--- src/rtl/lsu.sv ---
// MEM-stage load/store unit: steers stores onto byte lanes, extracts and extends
// loads, flags misaligned accesses and bounds every dmem handshake with a timeout.
module lsu #(
    parameter int ACK_TIMEOUT = 16,
    parameter int CNT_W       = 8
) (
    input  logic        clk,
    input  logic        rst,
    input  logic        valid,
    input  logic        mem_read,
    input  logic        mem_write,
    input  logic [2:0]  funct3,
    input  logic [31:0] addr,
    input  logic [31:0] wdata,
    input  logic        flush,
    output logic        dmem_req,
    output logic        dmem_we,
    output logic [31:0] dmem_addr,
    output logic [3:0]  dmem_be,
    output logic [31:0] dmem_wdata,
    input  logic        dmem_ack,
    input  logic [31:0] dmem_rdata,
    output logic        stall,
    output logic        done,
    output logic [31:0] load_data,
    output logic        exc_load_misaligned,
    output logic        exc_store_misaligned,
    output logic        exc_access_fault,
    output logic [31:0] exc_addr
);

    typedef enum logic [1:0] {
        IDLE,
        BUSY,
        DONE
    } state_t;

    localparam logic [CNT_W-1:0] CNT_LAST =
        (ACK_TIMEOUT == 0) ? {CNT_W{1'b0}} : CNT_W'(ACK_TIMEOUT - 1);

    state_t            state, state_nxt;
    logic [CNT_W-1:0]  cnt;
    logic              we_q;
    logic [3:0]        be_q;
    logic [31:0]       wdata_q;
    logic [31:0]       addr_q;
    logic [2:0]        f3_q;
    logic              done_q;
    logic              fault_q;

    logic              is_load;
    logic              is_store;
    logic              fn_ok;
    logic              aligned;
    logic              req_live;
    logic              start;
    logic              timeout;
    logic [3:0]        be_nxt;
    logic [31:0]       wdata_nxt;
    logic [7:0]        rbyte;
    logic [15:0]       rhalf;
    logic [31:0]       rdata_ext;

    // A simultaneous read+write request is resolved as a load.
    assign is_load  = mem_read;
    assign is_store = mem_write & ~mem_read;

    // NOTE: every always_comb output gets a default first so no path can infer a latch.
    always_comb begin
        fn_ok   = 1'b0;
        aligned = 1'b1;
        case (funct3)
            3'b000: fn_ok = 1'b1;
            3'b100: fn_ok = is_load;
            3'b001: begin
                fn_ok   = 1'b1;
                aligned = ~addr[0];
            end
            3'b101: begin
                fn_ok   = is_load;
                aligned = ~addr[0];
            end
            3'b010: begin
                fn_ok   = 1'b1;
                aligned = (addr[1:0] == 2'b00);
            end
            default: fn_ok = 1'b0;
        endcase
    end

    assign req_live = valid & (mem_read | mem_write) & ~flush & fn_ok & (state == IDLE);
    assign start    = req_live & aligned;

    assign exc_load_misaligned  = req_live & ~aligned & is_load;
    assign exc_store_misaligned = req_live & ~aligned & is_store;

    always_comb begin
        be_nxt    = 4'b1111;
        wdata_nxt = wdata;
        if (is_store) begin
            case (funct3[1:0])
                2'b00: begin
                    be_nxt    = 4'b0001 << addr[1:0];
                    wdata_nxt = {4{wdata[7:0]}};
                end
                2'b01: begin
                    be_nxt    = addr[1] ? 4'b1100 : 4'b0011;
                    wdata_nxt = {2{wdata[15:0]}};
                end
                default: begin
                    be_nxt    = 4'b1111;
                    wdata_nxt = wdata;
                end
            endcase
        end
    end

    // Extraction uses the offset and width latched at accept, not the live inputs.
    always_comb begin
        case (addr_q[1:0])
            2'b00:   rbyte = dmem_rdata[7:0];
            2'b01:   rbyte = dmem_rdata[15:8];
            2'b10:   rbyte = dmem_rdata[23:16];
            default: rbyte = dmem_rdata[31:24];
        endcase
        rhalf = addr_q[1] ? dmem_rdata[31:16] : dmem_rdata[15:0];
        case (f3_q)
            3'b000:  rdata_ext = {{24{rbyte[7]}}, rbyte};
            3'b100:  rdata_ext = {24'b0, rbyte};
            3'b001:  rdata_ext = {{16{rhalf[15]}}, rhalf};
            3'b101:  rdata_ext = {16'b0, rhalf};
            default: rdata_ext = dmem_rdata;
        endcase
    end

    assign timeout = (ACK_TIMEOUT != 0) && (cnt == CNT_LAST);

    always_comb begin
        state_nxt = state;
        case (state)
            IDLE:    if (start) state_nxt = BUSY;
            BUSY:    if (dmem_ack || timeout) state_nxt = DONE;
            DONE:    state_nxt = IDLE;
            default: state_nxt = IDLE;
        endcase
    end

    // NOTE: state registers use non-blocking assignments so every flop samples pre-edge values.
    always_ff @(posedge clk or posedge rst) begin
        if (rst) begin
            state     <= IDLE;
            cnt       <= '0;
            we_q      <= 1'b0;
            be_q      <= 4'b0;
            wdata_q   <= 32'b0;
            addr_q    <= 32'b0;
            f3_q      <= 3'b0;
            load_data <= 32'b0;
            done_q    <= 1'b0;
            fault_q   <= 1'b0;
        end else begin
            state   <= state_nxt;
            done_q  <= 1'b0;
            fault_q <= 1'b0;
            case (state)
                IDLE: begin
                    if (start) begin
                        cnt     <= '0;
                        we_q    <= is_store;
                        be_q    <= be_nxt;
                        wdata_q <= wdata_nxt;
                        addr_q  <= addr;
                        f3_q    <= funct3;
                    end
                end
                BUSY: begin
                    if (dmem_ack) begin
                        done_q <= 1'b1;
                        if (!we_q) load_data <= rdata_ext;
                    end else if (timeout) begin
                        fault_q <= 1'b1;
                    end else begin
                        cnt <= cnt + 1'b1;
                    end
                end
                default: ;
            endcase
        end
    end

    assign dmem_req         = (state == BUSY);
    assign dmem_we          = we_q;
    assign dmem_be          = be_q;
    assign dmem_wdata       = wdata_q;
    assign dmem_addr        = {addr_q[31:2], 2'b00};
    assign stall            = start | (state == BUSY);
    assign done             = done_q;
    assign exc_access_fault = fault_q;
    assign exc_addr         = fault_q ? addr_q : addr;

endmodule

--- config.mk ---
export PLATFORM = sky130hd
export DESIGN_NAME = lsu
export DESIGN_NICKNAME = d
export VERILOG_FILES = /design/src/rtl/lsu.sv
export SDC_FILE = /design/constraint.sdc
export NUM_CORES = 1
export LEC_CHECK = 0
export CAP_MARGIN = 20
export CORE_AREA = 2 2 89 156
export DETAILED_ROUTE_END_ITERATION = 7
export DIE_AREA = 0 0 91 158
export HOLD_SLACK_MARGIN = 0.08
export PLACE_DENSITY = 0.85
export SETUP_SLACK_MARGIN = 0.5
export SYNTH_ARGS = -nofsm -noshare
export SYNTH_HDL_FRONTEND = slang
export SYNTH_SLANG_ARGS = --single-unit
--- constraint.sdc ---
create_clock -name clk -period 5.84 [get_ports clk]
set_input_delay 1.168 -clock clk [delete_from_list [all_inputs] [get_ports clk]]
set_output_delay 1.168 -clock clk [all_outputs]
set_load 0.05 [all_outputs]
## Word-level counts from Yosys, hierarchy flattened

Index checks and enable logic that the tools add are counted.

| word-level totals | value |
|---|---|
| register bits after elaboration | 116 |
| latch bits | 0 |
| RAM bits | 0 |
| bits in read-only memories | 0 |
| input port bits | 106 |
| output and inout bits | 139 |
| logic and storage cells | 82 |
| memories | 0 |

| cells by class | value |
|---|---|
| add/subtract/negate cells | 1 |
| multipliers | 0 |
| div/mod/pow operators | 0 |
| magnitude comparators | 0 |
| eq/ne operators | 16 |
| shift-type cells | 1 |
| muxes and demuxes | 23 |
| bitwise gates (word level) | 16 |
| reduce and logical (&&, ||, !) cells | 15 |

Operators by type and width:

| operator | count |
|---|---|
| one-hot mux 32 bit (4 select lines) | 1 |
| 2-to-1 mux 32 bit | 2 |
| one-hot mux 32 bit (2 select lines) | 1 |
| 2-to-1 mux 8 bit | 3 |
| one-hot mux 8 bit (3 select lines) | 1 |
| 2-to-1 mux 16 bit | 1 |
| one-hot mux 8 bit (2 select lines) | 1 |
| == test 3 bit, second input constant | 4 |
| bitwise AND 1 bit | 9 |
| adder 8 x 1 -> 8 bit, second input constant | 1 |
| == test 8 x 4 -> 1 bit, second input constant | 1 |
| zero test 2 bit | 4 |
| 2-to-1 mux 4 bit | 2 |
| one-hot mux 4 bit (2 select lines) | 1 |
| == test 2 x 1 -> 1 bit, second input constant | 3 |
| == test 3 x 1 -> 1 bit, second input constant | 2 |
| zero test 3 bit | 2 |
| inequality test 2 bit, second input constant | 3 |
| 2-to-1 mux 1 bit | 5 |
| NOT 1 bit | 5 |
| 2-to-1 mux 2 bit | 2 |
| one-hot mux 1 bit (2 select lines) | 2 |
| one-hot mux 2 bit (2 select lines) | 1 |
| AND reduction 2 bit | 2 |
| 11 further kinds | 13 |

## Longest topological paths before layout

| depth | value |
|---|---|
| word-level depth | 8 |
| depth in mapped cells | 7 |
| gate-level depth less buffers | 5 |

## Worst setup path before layout

OpenSTA, ideal clock, no wires.

| timing path | value |
|---|---|
| path kind | in2out |
| start point | input funct3[0] |
| end point | output exc_store_misaligned |
| arrival | 2.888 ns |
| required time | 4.672 ns |
| slack | 1.784 ns |
| stages | 4 |
| buffers on the path | 0 |
| cell sequence | nand2b_1 -> o31ai_4 -> or3b_2 -> nor2b_1 |

| on the way | value |
|---|---|
| longest elaborated chain between the ends | 7 |
| elaborated cells on any way between the ends | 15 |
| those cells by class | 4 x eq/ne; 2 x mux; 5 x bitwise; 4 x reduce/logical |

Ends and longest elaborated chain:

| what | line | text |
|---|---|---|
| start: declaration | 12 | `input logic [2:0] funct3,` |
| == test 3 x 2 -> 1 bit (tied with other cells) | 72 | `case (funct3)` |
| OR reduction 3 bit (no line) / OR reduction 2 bit (equally long branches) | n/a |  |
| one-hot mux 1 bit (2 select lines) | 72 |  |
| bitwise AND 1 bit (2 in series) | 91 | `assign req_live = valid & (mem_read \| mem_write) & ~flush & fn_ok & (state == IDLE);` |
| bitwise AND 1 bit * (2 in series) | 95 | `assign exc_store_misaligned = req_live & ~aligned & is_store;` |
| end: declaration | 27 | `output logic exc_store_misaligned,` |

Mark *: on every way between the ends. The rest lies on a longest branch, timed or not.

## Final worst setup path

Same ends and word-level chain as after synthesis.

==> flow_results.xml <==
<?xml version="1.0" encoding="UTF-8"?>
<metrics>
  <group name="global_routing">
    <metric name="grt.overflow.total" unit="">0</metric>
    <metric name="antenna_violations_before_repair" unit="">0</metric>
    <metric name="grt_pass1_wl" unit="um">28500</metric>
    <metric name="first_global_vias" unit="">5530</metric>
    <metric name="grt_usage" unit="">0.252</metric>
    <metric name="grt_max_degree" unit="">72</metric>
  </group>
  <group name="run">
    <metric name="cap_viol_max_count" unit="">0</metric>
  </group>
  <group name="cells_and_area">
    <metric name="n_antenna_cell" unit="">0</metric>
    <metric name="final_layout_size_suffix_gt1_frac" unit="">0.189</metric>
    <metric name="fillerInstances" unit="">993</metric>
    <metric name="final_area" unit="um2">8980</metric>
    <metric name="final_util" unit="">0.682</metric>
    <metric name="layoutNonFillerInstCount" unit="">957</metric>
    <metric name="final_cell_mix" unit="">sky130_fd_sc_hd__clkdlybuf4s50_1 (239), sky130_fd_sc_hd__dfrtp_1 (116), sky130_fd_sc_hd__mux2_2 (94)</metric>
    <metric name="final_nets" unit="">877</metric>
    <metric name="layout-area-overhead-vs-synth" unit="%">48.4</metric>
    <metric name="layout_commonest_cell" unit="">sky130_fd_sc_hd__clkdlybuf4s50_1</metric>
  </group>
  <group name="power">
    <metric name="share_clk_of_total_power" unit="">0.240</metric>
    <metric name="intPower" unit="mW">2.50</metric>
    <metric name="p_comb_frac" unit="">0.468</metric>
    <metric name="power.switching_fraction" unit="">0.440</metric>
    <metric name="power.density_cell_area" unit="nW/um2">496</metric>
    <metric name="total_power" unit="mW">4.45</metric>
    <metric name="seq_power_share" unit="">0.292</metric>
    <metric name="power_leakage" unit="nW">3.68</metric>
    <metric name="worst_vdd_drop" unit="mV">0.318</metric>
    <metric name="p_switching" unit="mW">1.96</metric>
  </group>
  <group name="setup_path">
    <metric name="worst_ep_required_time" unit="ps">4670</metric>
    <metric name="path_delay_family" unit="">simple AND/OR/NAND/NOR gates</metric>
    <metric name="path_buf_inv" unit="">3</metric>
    <metric name="cp_slowest_cell" unit="">sky130_fd_sc_hd__o31ai_4</metric>
    <metric name="timing.critical_path.from_type" unit="">primary input</metric>
    <metric name="timing.critical_path.fanout_max" unit="">19</metric>
    <metric name="setup.worst_path.end_class" unit="">output port</metric>
    <metric name="timing.critical_path.arrival" unit="ps">3580</metric>
    <metric name="cp_common_cell" unit="">sky130_fd_sc_hd__buf_4</metric>
    <metric name="critical-path-max-stage-delay" unit="ps">700</metric>
    <metric name="worstPathCellList" unit="">clkdlybuf4s50_1, buf_4, nand2b_1, o31ai_4, or3b_2, nor2b_1, buf_4</metric>
    <metric name="worstSetupPathType" unit="">in -&gt; out</metric>
  </group>
  <group name="placed_design">
    <metric name="place.detailed.instances" unit="">925</metric>
    <metric name="routability_congestion_estimate_from_global_placement" unit="">0.937</metric>
    <metric name="detailedPlacementHpwl" unit="um">13600</metric>
    <metric name="placedInstanceArea" unit="um2">8360</metric>
    <metric name="dpl_worst_slack" unit="ps">1130</metric>
    <metric name="buffer_ports.inserted" unit="">242</metric>
  </group>
  <group name="synth">
    <metric name="netlist.top_cell.by_area" unit="">sky130_fd_sc_hd__dfrtp_1</metric>
    <metric name="synth_largest_type_area_fraction" unit="">0.480</metric>
    <metric name="synth_edf_count" unit="">0</metric>
    <metric name="synth.yosys.warnings" unit="">0</metric>
    <metric name="yosys_register_bits" unit="">116</metric>
    <metric name="post_synth_inst_count" unit="">567</metric>
    <metric name="synth.lib_cells_used.distinct" unit="">42</metric>
    <metric name="part_of_the_yosys_area_used_for_sequential_elements" unit="">0.480</metric>
    <metric name="synth_top_cells_by_area" unit="">sky130_fd_sc_hd__dfrtp_1 (48%), sky130_fd_sc_hd__mux2_2 (18%), sky130_fd_sc_hd__o21ai_0 (5.0%)</metric>
    <metric name="synth-main-ff-cell" unit="">sky130_fd_sc_hd__dfrtp_1</metric>
    <metric name="asyncSetResetFlopFracSynth" unit="">1.00</metric>
    <metric name="synthesis.area" unit="um2">6050</metric>
    <metric name="syn-mean-instance-area" unit="um2">10.7</metric>
  </group>
  <group name="clock_tree">
    <metric name="clock_tree_from_tritoncts" unit="">done</metric>
    <metric name="h-tree-depth" unit="">4</metric>
    <metric name="clock_sinks" unit="">116</metric>
    <metric name="clk-insertion-delay-late" unit="ps">410</metric>
    <metric name="clk_root_buffer_cell" unit="">sky130_fd_sc_hd__clkbuf_16</metric>
    <metric name="worst_path_clk_slew" unit="ps">50</metric>
    <metric name="cts_setup_buffers" unit="">0</metric>
    <metric name="cts_hold_buf" unit="">0</metric>
    <metric name="tritoncts.num_buffers" unit="">17</metric>
    <metric name="cts_repair_resizes" unit="">0</metric>
    <metric name="longest_clk_path_bufs" unit="">2</metric>
  </group>
  <group name="detailed_routing">
    <metric name="route.detailed.drc" unit="">0</metric>
    <metric name="ant_nets" unit="">0</metric>
    <metric name="drt-vias-per-instance" unit="">5.44</metric>
    <metric name="drt-wirelength-per-cell" unit="um">19.0</metric>
    <metric name="dr_iter_0_viols" unit="">253</metric>
    <metric name="drt_pass1_iterations" unit="">6</metric>
    <metric name="drt-total-wl" unit="um">18100</metric>
    <metric name="routed-via-count" unit="">5209</metric>
  </group>
  <group name="sta">
    <metric name="layout_min_cycle_time" unit="ps">4750</metric>
    <metric name="timing.max_slew.rel_slack" unit="">0.331</metric>
    <metric name="fin_crit_sh" unit="">0.813</metric>
    <metric name="finalClockSkew" unit="ps">11.1</metric>
    <metric name="fmax" unit="MHz">211</metric>
    <metric name="finalHoldViolCount" unit="">0</metric>
    <metric name="hold_slack" unit="ps">495</metric>
    <metric name="setup_ws" unit="ps">1090</metric>
    <metric name="setup_violations" unit="">0</metric>
    <metric name="setup-tns-final" unit="ps">0</metric>
    <metric name="timing.final.max_slew_violations" unit="">0</metric>
    <metric name="timing_worst_slew_pin_value" unit="ps">1000</metric>
    <metric name="grt_setup_unrepaired" unit="">no</metric>
  </group>
  <group name="min_path">
    <metric name="min_path_type" unit="">reg -&gt; reg</metric>
  </group>
  <group name="floorplanning">
    <metric name="placementRows" unit="">56</metric>
    <metric name="initial_utilization" unit="">0.459</metric>
    <metric name="die-area" unit="um2">14400</metric>
    <metric name="core_area" unit="um2">13200</metric>
    <metric name="ios" unit="">245</metric>
    <metric name="die_h" unit="um">158</metric>
    <metric name="dieWidth" unit="um">91</metric>
  </group>
  <group name="run_status">
    <metric name="outcome" unit="">finished clean</metric>
  </group>
</metrics>
-- registers in the layout (all words and copies together), names as in the netlist --
signal            cells
dmem_be               4
dmem_we               1
addr_q               32
f3_q                  3
load_data            32
state                 2
dmem_wdata           32
cnt                   8
exc_access_fault      1
done                  1
-- synthesized netlist by cell type (2+ instances only) --
library cell	number
sky130_fd_sc_hd__and3_1	8
sky130_fd_sc_hd__buf_4	33
sky130_fd_sc_hd__mux2_2	94
sky130_fd_sc_hd__o31ai_1	16
sky130_fd_sc_hd__nand3b_1	10
sky130_fd_sc_hd__clkbuf_1	22
sky130_fd_sc_hd__nor2_1	26
sky130_fd_sc_hd__nand2b_1	8
sky130_fd_sc_hd__nor2b_1	8
sky130_fd_sc_hd__mux2_4	2
sky130_fd_sc_hd__or3_1	8
sky130_fd_sc_hd__a21oi_1	33
sky130_fd_sc_hd__o21ai_0	60
sky130_fd_sc_hd__xor2_1	3
sky130_fd_sc_hd__dfrtp_1	116
sky130_fd_sc_hd__buf_6	4
sky130_fd_sc_hd__buf_1	2
sky130_fd_sc_hd__mux2i_1	17
sky130_fd_sc_hd__nand4_1	4
sky130_fd_sc_hd__buf_2	6
sky130_fd_sc_hd__and2_1	3
sky130_fd_sc_hd__inv_1	7
sky130_fd_sc_hd__nor3b_1	3
sky130_fd_sc_hd__nand2_1	34
sky130_fd_sc_hd__nand3_1	23
-- worst reg2reg max path: stages, from the launching register on --
cell	delay [ps]
sky130_fd_sc_hd__dfrtp_1	440
sky130_fd_sc_hd__nor4b_2	390
sky130_fd_sc_hd__o21ai_2	320
sky130_fd_sc_hd__nor3_4	600
sky130_fd_sc_hd__buf_4	580
sky130_fd_sc_hd__mux2_2	460
-- kinds of logic after synthesis --
group,after synthesis,share of synthesized area
buf+inv,74,0.0726
compound gates,117,0.109
other cells,1,0.000620
mux,113,0.208
xor+xnor,3,0.00435
flops,116,0.480
fa+ha+maj,1,0.00207
simple gates,142,0.123
-- worst paths after layout --
| path | start | endpoint | slack, ps | cells past startpoint |
|---|---|---|---|---|
| setup reg to reg | state[1] | dmem_wdata[22] | 2950 | 5 |
| setup / recovery | funct3[0] | exc_store_misaligned | 1090 | 7 |
| hold reg to reg | load_data[6] | load_data[6] | 490 | 2 |
| max in group asynchronous | rst | dmem_wdata[29] | 3380 | 3 |
| hold / removal | load_data[6] | load_data[6] | 490 | 2 |
| min in group asynchronous | rst | addr_q[29] | 1310 | 2 |
-- power by group through the flow --
stage	registers (mW)	clock network (mW)	logic (mW)
2_1_floorplan	1.89	0	0.819
3_3_place_gp	1.30	0	2.05
3_5_place_dp	1.31	0	2.08
4_1_cts	1.30	1.08	2.09
5_1_grt	1.34	1.12	2.17
6_report	1.30	1.07	2.08
-- area by class of cell --
| class | instances | area [um2] | area share |
|---|---|---|---|
| clock buffer | 18 | 439 | 0.0489 |
| clock inverter | 14 | 178 | 0.0198 |
| timing repair buffer | 250 | 2470 | 0.276 |
| sequential | 116 | 2900 | 0.323 |
| multi-input combinational | 378 | 2740 | 0.305 |
| inverter | 7 | 28.8 | 0.00321 |
| tap | 174 | 218 | 0.0243 |
-- per-layer routing --
layer | vias to the layer above | wire, um | GRT usage
met5 | - | 0 | 0
met4 | 0 | 473 | 0.112
met3 | 33 | 1350 | 0.0652
met2 | 254 | 10200 | 0.477
met1 | 2536 | 6110 | 0.257
li1 | 2386 | - | -
No activity file was read; power rests on OpenSTA's default activity.
